`config.mk`:
```
export PLATFORM = sky130hd
export DESIGN_NAME = fetch_stage
export DESIGN_NICKNAME = d
export VERILOG_FILES = /design/src/rtl/mips_pkg.sv /design/src/rtl/if_id_register.sv /design/src/rtl/fetch_stage.sv
export SDC_FILE = /design/constraint.sdc
export NUM_CORES = 1
export LEC_CHECK = 0
export ABC_AREA = 1
export CAP_MARGIN = 20
export CORE_MARGIN = 2
export CORE_UTILIZATION = 41
export DETAILED_ROUTE_END_ITERATION = 10
export GPL_TIMING_DRIVEN = 0
export PLACE_DENSITY_LB_ADDON = 0.08
export SKIP_CTS_REPAIR_TIMING = 1
export SLEW_MARGIN = 40
export SYNTH_ARGS = -nofsm -noshare
export SYNTH_HDL_FRONTEND = slang
export SYNTH_HIERARCHICAL = 1
export SYNTH_SLANG_ARGS = --single-unit
```
`constraint.sdc`:
```
create_clock -name i_clk -period 1.5 [get_ports i_clk]
set_input_delay 0.3 -clock i_clk [delete_from_list [all_inputs] [get_ports i_clk]]
set_output_delay 0.3 -clock i_clk [all_outputs]
set_load 0.01 [all_outputs]
```
`src/rtl/mips_pkg.sv`:
```
// Shared MIPS pipeline definitions: fetch FSM encoding and fetch-stage constants.
package mips_pkg;

  typedef enum logic [2:0] {
    FETCH_IDLE   = 3'd0,
    FETCH_RUN    = 3'd1,
    FETCH_STEP   = 3'd2,
    FETCH_DRAIN  = 3'd3,
    FETCH_HALTED = 3'd4
  } fetch_state_e;

  localparam logic [31:0] HALT_INSTR = 32'hFFFF_FFFF;
  localparam logic [31:0] NOP_INSTR  = 32'h0000_0000;
  localparam int          PC_INCR    = 4;

endpackage

```
`src/rtl/if_id_register.sv`:
```
// IF/ID pipeline register with hold (stall) and flush (NOP) controls; hold wins over flush.
module if_id_register
  import mips_pkg::*;
#(
  parameter int NB_PC    = 32,
  parameter int NB_INSTR = 32
) (
  input  logic                i_clk,
  input  logic                i_rst_n,
  input  logic                i_hold,
  input  logic                i_flush,
  input  logic [NB_INSTR-1:0] i_instr,
  input  logic [NB_PC-1:0]    i_pc_plus4,
  output logic [NB_INSTR-1:0] o_instr,
  output logic [NB_PC-1:0]    o_pc_plus4,
  output logic                o_valid
);

  logic [NB_INSTR-1:0] instr_q, instr_d;
  logic [NB_PC-1:0]    pc_plus4_q, pc_plus4_d;
  logic                valid_q, valid_d;

  always_comb begin
    instr_d    = instr_q;
    pc_plus4_d = pc_plus4_q;
    valid_d    = valid_q;
    if (i_hold) begin
      instr_d    = instr_q;
    end else if (i_flush) begin
      instr_d    = NB_INSTR'(NOP_INSTR);
      pc_plus4_d = '0;
      valid_d    = 1'b0;
    end else begin
      instr_d    = i_instr;
      pc_plus4_d = i_pc_plus4;
      valid_d    = 1'b1;
    end
  end

  always_ff @(posedge i_clk or negedge i_rst_n) begin
    if (!i_rst_n) begin
      instr_q    <= '0;
      pc_plus4_q <= '0;
      valid_q    <= 1'b0;
    end else begin
      instr_q    <= instr_d;
      pc_plus4_q <= pc_plus4_d;
      valid_q    <= valid_d;
    end
  end

  assign o_instr    = instr_q;
  assign o_pc_plus4 = pc_plus4_q;
  assign o_valid    = valid_q;

endmodule

```
`src/rtl/fetch_stage.sv`:
```
// MIPS instruction-fetch stage: PC, IF/ID register and debug run/step/halt/drain FSM.
// Optional stall-cycle counter enabled by defining FETCH_STALL_COUNT_EN.
module fetch_stage
  import mips_pkg::*;
#(
  parameter int               NB_PC        = 32,
  parameter int               NB_INSTR     = 32,
  parameter logic [NB_PC-1:0] PC_RESET     = '0,
  parameter int               DRAIN_CYCLES = 4
) (
  input  logic                i_clk,
  input  logic                i_rst_n,
  input  logic                i_stall,
  input  logic                i_jump,
  input  logic [NB_PC-1:0]    i_jump_addr,
  input  logic                i_run,
  input  logic                i_step,
  input  logic                i_halt_req,
  input  logic [NB_INSTR-1:0] i_instr,
  output logic [NB_PC-1:0]    o_pc,
  output logic [NB_INSTR-1:0] o_IF_ID_instr,
  output logic [NB_PC-1:0]    o_IF_ID_pc_plus4,
  output logic                o_IF_ID_valid,
  output logic [2:0]          o_state,
  output logic                o_halted,
  output logic [31:0]         o_stall_count
);

  localparam int                  NB_DRAIN = $clog2(DRAIN_CYCLES + 1);
  localparam logic [NB_INSTR-1:0] HALT_W   = NB_INSTR'(HALT_INSTR);

  fetch_state_e        state_q, state_d;
  logic [NB_PC-1:0]    pc_q, pc_d;
  logic [NB_DRAIN-1:0] drain_q, drain_d;
  logic [NB_PC-1:0]    pc_plus4;
  logic                ifid_hold, ifid_flush;
  logic                unused_jump_lsb;

  // Redirect targets are forced word-aligned, so the two low bits never matter.
  assign unused_jump_lsb = ^i_jump_addr[1:0];
  assign pc_plus4        = pc_q + NB_PC'(PC_INCR);

  always_comb begin
    state_d    = state_q;
    pc_d       = pc_q;
    drain_d    = drain_q;
    ifid_hold  = 1'b0;
    ifid_flush = 1'b0;
    case (state_q)
      FETCH_IDLE: begin
        ifid_flush = 1'b1;
        if (i_run)       state_d = FETCH_RUN;
        else if (i_step) state_d = FETCH_STEP;
      end
      FETCH_RUN, FETCH_STEP: begin
        if (i_stall) begin
          ifid_hold = 1'b1;
        end else if (i_jump) begin
          pc_d       = {i_jump_addr[NB_PC-1:2], 2'b00};
          ifid_flush = 1'b1;
          if (state_q == FETCH_STEP) state_d = FETCH_IDLE;
        end else if (i_instr == HALT_W) begin
          drain_d = NB_DRAIN'(DRAIN_CYCLES);
          state_d = FETCH_DRAIN;
        end else begin
          pc_d = pc_plus4;
          if (state_q == FETCH_STEP) state_d = FETCH_IDLE;
        end
        // A debug halt lets this cycle's action finish; a fetched HALT takes precedence.
        if (state_q == FETCH_RUN && i_halt_req && state_d != FETCH_DRAIN)
          state_d = FETCH_IDLE;
      end
      FETCH_DRAIN: begin
        if (i_stall) begin
          ifid_hold = 1'b1;
        end else begin
          ifid_flush = 1'b1;
          drain_d    = drain_q - NB_DRAIN'(1);
          if (drain_q == NB_DRAIN'(1)) state_d = FETCH_HALTED;
        end
      end
      FETCH_HALTED: begin
        ifid_flush = 1'b1;
      end
      default: begin
        ifid_flush = 1'b1;
        state_d    = FETCH_IDLE;
      end
    endcase
  end

  always_ff @(posedge i_clk or negedge i_rst_n) begin
    if (!i_rst_n) begin
      state_q <= FETCH_IDLE;
      pc_q    <= PC_RESET;
      drain_q <= '0;
    end else begin
      state_q <= state_d;
      pc_q    <= pc_d;
      drain_q <= drain_d;
    end
  end

  if_id_register #(
    .NB_PC    (NB_PC),
    .NB_INSTR (NB_INSTR)
  ) u_if_id (
    .i_clk      (i_clk),
    .i_rst_n    (i_rst_n),
    .i_hold     (ifid_hold),
    .i_flush    (ifid_flush),
    .i_instr    (i_instr),
    .i_pc_plus4 (pc_plus4),
    .o_instr    (o_IF_ID_instr),
    .o_pc_plus4 (o_IF_ID_pc_plus4),
    .o_valid    (o_IF_ID_valid)
  );

`ifdef FETCH_STALL_COUNT_EN
  logic [31:0] stall_cnt_q, stall_cnt_d;

  always_comb begin
    stall_cnt_d = stall_cnt_q;
    if (i_stall && stall_cnt_q != 32'hFFFF_FFFF &&
        (state_q == FETCH_RUN || state_q == FETCH_STEP || state_q == FETCH_DRAIN))
      stall_cnt_d = stall_cnt_q + 32'd1;
  end

  always_ff @(posedge i_clk or negedge i_rst_n) begin
    if (!i_rst_n) stall_cnt_q <= '0;
    else          stall_cnt_q <= stall_cnt_d;
  end

  assign o_stall_count = stall_cnt_q;
`else
  assign o_stall_count = '0;
`endif

  assign o_pc     = pc_q;
  assign o_state  = state_q;
  assign o_halted = (state_q == FETCH_HALTED);

endmodule

```
Word-level counts from Yosys, hierarchy flattened
Index checks and enable logic that the tools add are counted.
Widths: inputs -> output; s select.

storage, ports and cells
  register bits = 103
  input bits = 71

operators by class
  $add $sub $neg = 2
  eq/ne operators = 14
  muxes and demuxes = 27
  bitwise operators = 2
  reductions and logical operators = 9

operator list
  cell                   count
  $mux 32                4
  $mux 3                 14
  $add 32x3->32 const B  1
  $eq 32x32->1 const B   1
  $ne 2x2->1 const B     6
  $pmux 3 s4             1
  $eq 3x1->1 const B     2
  $eq 3x2->1 const B     2
  $mux 1                 6
  $pmux 3 s2             1
  $reduce_and 5->1       1
  $reduce_and 4->1       1
  $eq 3x3->1 const B     1
  $logic_not 3->1        1
  $ne 3x2->1 const B     1
  $ne 3x3->1 const B     1
  $reduce_and 3->1       1
  $reduce_or 3->1        1
  $sub 3x1->3 const B    1
  $logic_and 1x1->1      2
  $not 1->1              2
  $pmux 1 s2             1
  $reduce_bool 2->1      1
  $reduce_or 2->1        1

Longest topological paths before layout
  word-level depth = 10
  gate-level depth with buffers = 10
  gate-level depth less buffers = 10

Hierarchy
The synthesis kept the hierarchy.

modules (own cells, without submodules)
  module          instances  cells an instance  area an instance (µm²)  sequential area each (µm²)
  fetch_stage     1          492                3159.3                  900.9
  if_id_register  1          273                2443.6                  1626.6

Worst setup path after synthesis
OpenSTA, ideal clock, no wires.

  path kind = flip-flop to flip-flop
  start point = register pc_q[2] (netlist: o_pc[2])
  end point = register pc_q[16] (netlist: o_pc[16])
  data arrival time = 1.583 ns
  slack = -0.207 ns
  cell stages (with the launch flop) = 11
  path buffers = 0
  period minus slack after synthesis = 1.707 ns
  cell sequence = dfrtp_1 ha_1 nand2_1 nor2_2 nand2_2 nor2_4 inv_1 o21ai_0 nand2_1 nand2_1 a21oi_1

between the ends
  word-level cells in the longest chain between the ends = 3

RTL lines
  element                 line               source
  start, declared         fetch_stage.sv:33  logic [NB_PC-1:0] pc_q, pc_d;
  start signal, assigned  fetch_stage.sv:99  pc_q <= pc_d;
  $add 32x3->32           fetch_stage.sv:41  assign pc_plus4 = pc_q + NB_PC'(PC_INCR);
  named net pc_plus4[16]  fetch_stage.sv:35  logic [NB_PC-1:0] pc_plus4;
  $mux 32                 fetch_stage.sv:62  end else if (i_instr == HALT_W) begin
  $mux 32                 fetch_stage.sv:58  end else if (i_jump) begin

The timed path passes the listed nets, and every way through them passes these cells. The select of a mux whose other input is x is not followed.
A chain may end at the register's enable or synchronous reset.

Final worst setup path
  start point = register state_q[0] (netlist: o_state[0])
  end point = register pc_q[11] (netlist: o_pc[11])

between the ends
  word-level cells in the longest chain between the ends = 3
  elaborated cells between the ends (all ways) = 4
  those cells by class = eq/ne (2); reduce/logical (2)

RTL lines
  element                                          line               source
  start, declared                                  fetch_stage.sv:32  fetch_state_e state_q, state_d;
  start signal, assigned                           fetch_stage.sv:98  state_q <= state_d;
  $eq 3x2->1 / $eq 3x1->1 (equally long branches)  fetch_stage.sv:49  case (state_q)
  $reduce_or 2->1 (*)                              fetch_stage.sv:49
  $reduce_and 3->1 (no source line) (*)            n/a

Every way passes the cells marked *; elsewhere a longest branch is shown, timed or not.

==> reports/results.md <==
### Die
• 204 — I/O Pins
• 13300 µm² — Floorplan Core Area
• 121 µm — die height
• 121 µm — Horiz. Die Dim
• 14600 µm² — full die area
• 0.421 — initial standard-cell utilization of the core
• 42 — std cell rows

### Outcome
• complete, but fails checks — status
• setup timing — violations in the final reports

### Timing
• 0 — number of max-slew violations in the final report
• yes — setup repair after global routing missed its margin
• -0.196 ns — Final Worst Setup Slack
• 0.182 ns — final-layout worst hold slack
• 0.678 ns — transition time at the pin with the least slew margin
• 1.13 — final clock period utilization by the worst path
• 0.548 — max_slew headroom
• 1.70 ns — minimum clock period after layout
• 0.00776 ns — clk_skew
• 0 — Final Hold Viols
• 93 — final setup violation count
• 0.590 GHz — highest clock frequency the design can meet

### Yosys
• 765 — cell count after synthesis
• 6 — Synthesis Warnings
• 7.32 µm² — Mapped Avg Cell Area
• 0.345 — simple-gate portion of the synthesized area
• 101 — #FFs+latches synth
• simple AND/OR/NAND/NOR gates — main combinational cell family by area after synthesis
• 0.0594 — area fraction in compound gates after synthesis
• 5600 µm² — area of the mapped netlist
• 0.0275 — synthesized-area fraction occupied by xor and xnor cells
• 0.00670 — arithmetic-cell share of the synthesized area counting full adders, half adders and majority gates
• 0.451 — part of the Yosys area used for sequential elements
• 36 — post-synth cell types
• 0 — mux cell area share after synthesis

### GRT
• 0 — total overflow reported by the global router
• 0.239 — gr usage total
• 0 — number of antenna violations at the first check in global routing
• 59 — maximum number of pins on one net before global-route repair
• 27.0 mm — global-route wire length before repair
• 5089 — vias in the first global route

### Critical path
• register — crit start category
• o_state[0]$_DFFE_PN0P_ — beginning of the worst register-to-register path
• 0.47 ns — largest incremental delay on the critical path
• simple AND/OR/NAND/NOR gates — cell type group with the largest total delay on the critical path
• sky130_fd_sc_hd__nor2_4 — Crit path top cell by count
• 2 — count of buffering cells on the critical path with inverters included
• register — type of element capturing the critical path
• 9 — count of cell instances traversed by the critical path
• o_pc[11]$_DFFE_PN0P_ — capturing point of the worst reg2reg path
• nor2_4, nor2_4, nand2_2, buf_6, nor2_4, nand2_8, clkbuf_16, a21oi_4, a21oi_2 — cell breakdown of the critical path
• -0.20 ns — Register-to-Register Setup Slack
• o_state[0]$_DFFE_PN0P_ — start point of the critical path
• 1.94 ns — CP arrival
• register to register — Crit Path Category
• 7 — largest driver fanout on the critical path
• 9 — R2R depth
• 1.74 ns — Crit path required time
• sky130_fd_sc_hd__dfrtp_2 — cell with the largest stage delay on the worst path
• o_pc[11]$_DFFE_PN0P_ — destination of the critical timing path

### Detailed routing
• 20.2 mm — sum of routed wire length over all layers
• 0 — detailed-route DRC error count
• 0 — Post-DRT Antenna Nets
• 5954 — via total after detailed routing
• 429 — iteration-0 DRC count of the detailed router
• 16.4 µm — Routed wire per std cell
• 5 — iteration count of the initial detailed-routing pass
• 4.82 — average vias per placed instance

### Clock network
• sky130_fd_sc_hd__clkbuf_16 — Clk Tree Root Cell
• built — CTS tree
• 2 — Bufs on Longest Clock Path
• 3 — level count of the clock H-tree
• 0.07 ns — Reg clk slew, reported paths
• 0.36 ns — later-pin clock latency in the skew report
• 9 — TritonCTS Buffers
• 101 — TritonCTS sink count

### Place
• -0.740 ns — pre-CTS WS
• 167 — IO buf count
• 0.910 — weighted congestion reported at the end of routability-driven placement
• 13.1 mm — Post-DP HPWL

### Pwr
• 2020 nW/µm² — power density of the placed cells
• 0.00624 µW — Lkg Pwr
• 0.985 mV — peak ir drop on the vdd network

### Final layout
• 1128 — final layout net count
• 80.1% — layout-stage area growth over the synthesis result
• sky130_fd_sc_hd__nand2_1, sky130_fd_sc_hd__dlymetal6s2s_1, sky130_fd_sc_hd__nand2_2 — highest-count cells in the layout ignoring fill and taps
• 0.371 — layout cell share with drive strength beyond 1
• 0 — total inserted antenna cells
• 932 — count of filler cells inserted in the layout
• sky130_fd_sc_hd__nand2_1 — leading cell type in the layout, fill and taps excluded

### Min path
• input port to register — kind of path behind the tightest hold check

### Flow run
• 0 — count of maximum capacitance violations

registers in the layout, indices dropped and copies added (netlist names):
name and flops:
o_state 3, u_if_id/o_instr 32, u_if_id/o_pc_plus4 32, drain_q 3, o_pc 30, u_if_id/o_valid 1
routing by layer:
metal	vias to the layer above	part of all wire	GRT usage
li1	2890	-	-
met1	2804	0.42	0.333
met2	224	0.49	0.377
met3	36	0.062	0.0555
met4	0	0.027	0.0610
met5	-	0	0
cell usage after synthesis:
| cell type | count | area [µm²] |
|---|---|---|
| sky130_fd_sc_hd__a21oi_1 | 27 | 135 |
| sky130_fd_sc_hd__a21oi_2 | 1 | 8.76 |
| sky130_fd_sc_hd__buf_2 | 9 | 45.0 |
| sky130_fd_sc_hd__buf_4 | 40 | 300 |
| sky130_fd_sc_hd__buf_6 | 5 | 56.3 |
| sky130_fd_sc_hd__buf_8 | 1 | 15.0 |
| sky130_fd_sc_hd__clkbuf_1 | 3 | 11.3 |
| sky130_fd_sc_hd__conb_1 | 1 | 3.75 |
| sky130_fd_sc_hd__dfrtp_1 | 101 | 2530 |
| sky130_fd_sc_hd__ha_1 | 3 | 37.5 |
| sky130_fd_sc_hd__inv_1 | 43 | 161 |
| sky130_fd_sc_hd__inv_2 | 4 | 15.0 |
| sky130_fd_sc_hd__inv_8 | 1 | 11.3 |
| sky130_fd_sc_hd__nand2_1 | 349 | 1310 |
| sky130_fd_sc_hd__nand2_2 | 4 | 25.0 |
| sky130_fd_sc_hd__nand2_4 | 1 | 11.3 |
| sky130_fd_sc_hd__nand3_1 | 20 | 100 |
| sky130_fd_sc_hd__nand3_2 | 2 | 20.0 |
| sky130_fd_sc_hd__nand3b_1 | 2 | 15.0 |
| sky130_fd_sc_hd__nand4_1 | 5 | 31.3 |
| sky130_fd_sc_hd__nor2_1 | 69 | 259 |
| sky130_fd_sc_hd__nor2_2 | 7 | 43.8 |
| sky130_fd_sc_hd__nor2_4 | 4 | 45.0 |
| sky130_fd_sc_hd__nor3_1 | 9 | 45.0 |
| sky130_fd_sc_hd__nor3_2 | 2 | 20.0 |
| sky130_fd_sc_hd__o211ai_1 | 1 | 7.51 |
| sky130_fd_sc_hd__o21ai_0 | 31 | 155 |
| sky130_fd_sc_hd__o21ai_1 | 1 | 5.00 |
| sky130_fd_sc_hd__o21bai_1 | 1 | 7.51 |
| sky130_fd_sc_hd__o22ai_1 | 1 | 6.26 |
| sky130_fd_sc_hd__o31ai_1 | 1 | 7.51 |
| sky130_fd_sc_hd__or2_2 | 1 | 6.26 |
| sky130_fd_sc_hd__xnor2_1 | 1 | 8.76 |
| sky130_fd_sc_hd__xnor2_2 | 1 | 16.3 |
| sky130_fd_sc_hd__xor2_1 | 11 | 96.3 |
| sky130_fd_sc_hd__xor2_2 | 2 | 32.5 |
area by class of cell:
class,count,area [µm²],area share
clock inverters,4,78.8,0.00781
clock buffers,12,256,0.0254
repair inverters,1,11.3,0.00112
inverters,48,193,0.0191
multi-input cells,595,3460,0.343
flip-flops and latches,101,2560,0.254
well taps,176,220,0.0218
repair buffers,240,2800,0.277
plain buffers,58,507,0.0502
worst min-delay path by stage:
| stage | to | depth (start not counted) | startpoint | slack [ns] |
|---|---|---|---|---|
| after floorplan | drain_q[0]$_DFFE_PN0P_ | 0 | i_rst_n | 0.004 |
| after global placement | u_if_id/o_instr[27]$_DFFE_PN0N_ | 2 | u_if_id/o_instr[27]$_DFFE_PN0N_ | 0.46 |
| after detailed placement | u_if_id/o_instr[21]$_DFFE_PN0N_ | 1 | i_rst_n | 0.21 |
| after CTS | u_if_id/o_instr[21]$_DFFE_PN0N_ | 1 | i_rst_n | -0.17 |
| after global routing | u_if_id/o_instr[16]$_DFFE_PN0N_ | 3 | i_instr[16] | 0.18 |
| final | u_if_id/o_instr[13]$_DFFE_PN0N_ | 3 | i_instr[13] | 0.18 |
power breakdown:
| part | total (µW) | internal, µW | switching, µW | leakage (µW) |
|---|---|---|---|---|
| logic | 12500 | 6100 | 6370 | 0.00482 |
| registers | 5250 | 4050 | 1200 | 0.00126 |
| clock network | 2670 | 1570 | 1110 | 0.000161 |
tightest hold or removal path: stages:
cell,delay (ns)
sky130_fd_sc_hd__dlymetal6s2s_1,0.11
sky130_fd_sc_hd__nand2_1,0.06
sky130_fd_sc_hd__nand2_1,0.04
cell families after synthesis:
family,after synthesis
AOI/OAI and AO/OA,64
DFF,101
xor gates and xnor gates,15
other,1
and+or+nand+nor,475
buffers and inverters,106
adders and majority gates,3
through the flow:
| step | util | TNS [ns] | cell area [µm²] | power, µW | std cells |
|---|---|---|---|---|---|
| final | 0.759 | -11.49 | 10100 | 20400 | 1235 |
| after global routing | 0.759 | -18.43 | 10100 | 21500 | 1235 |
| after CTS | 0.603 | -36.98 | 8020 | 16000 | 1160 |
| after detailed placement | 0.578 | -61.88 | 7680 | 13300 | 1144 |
| after global placement | 0.575 | -455.15 | 7650 | 13200 | 1143 |
| after floorplan | - | -0.0361 | 5760 | 9260 | 800 |
(Power assumes the default switching activity.)
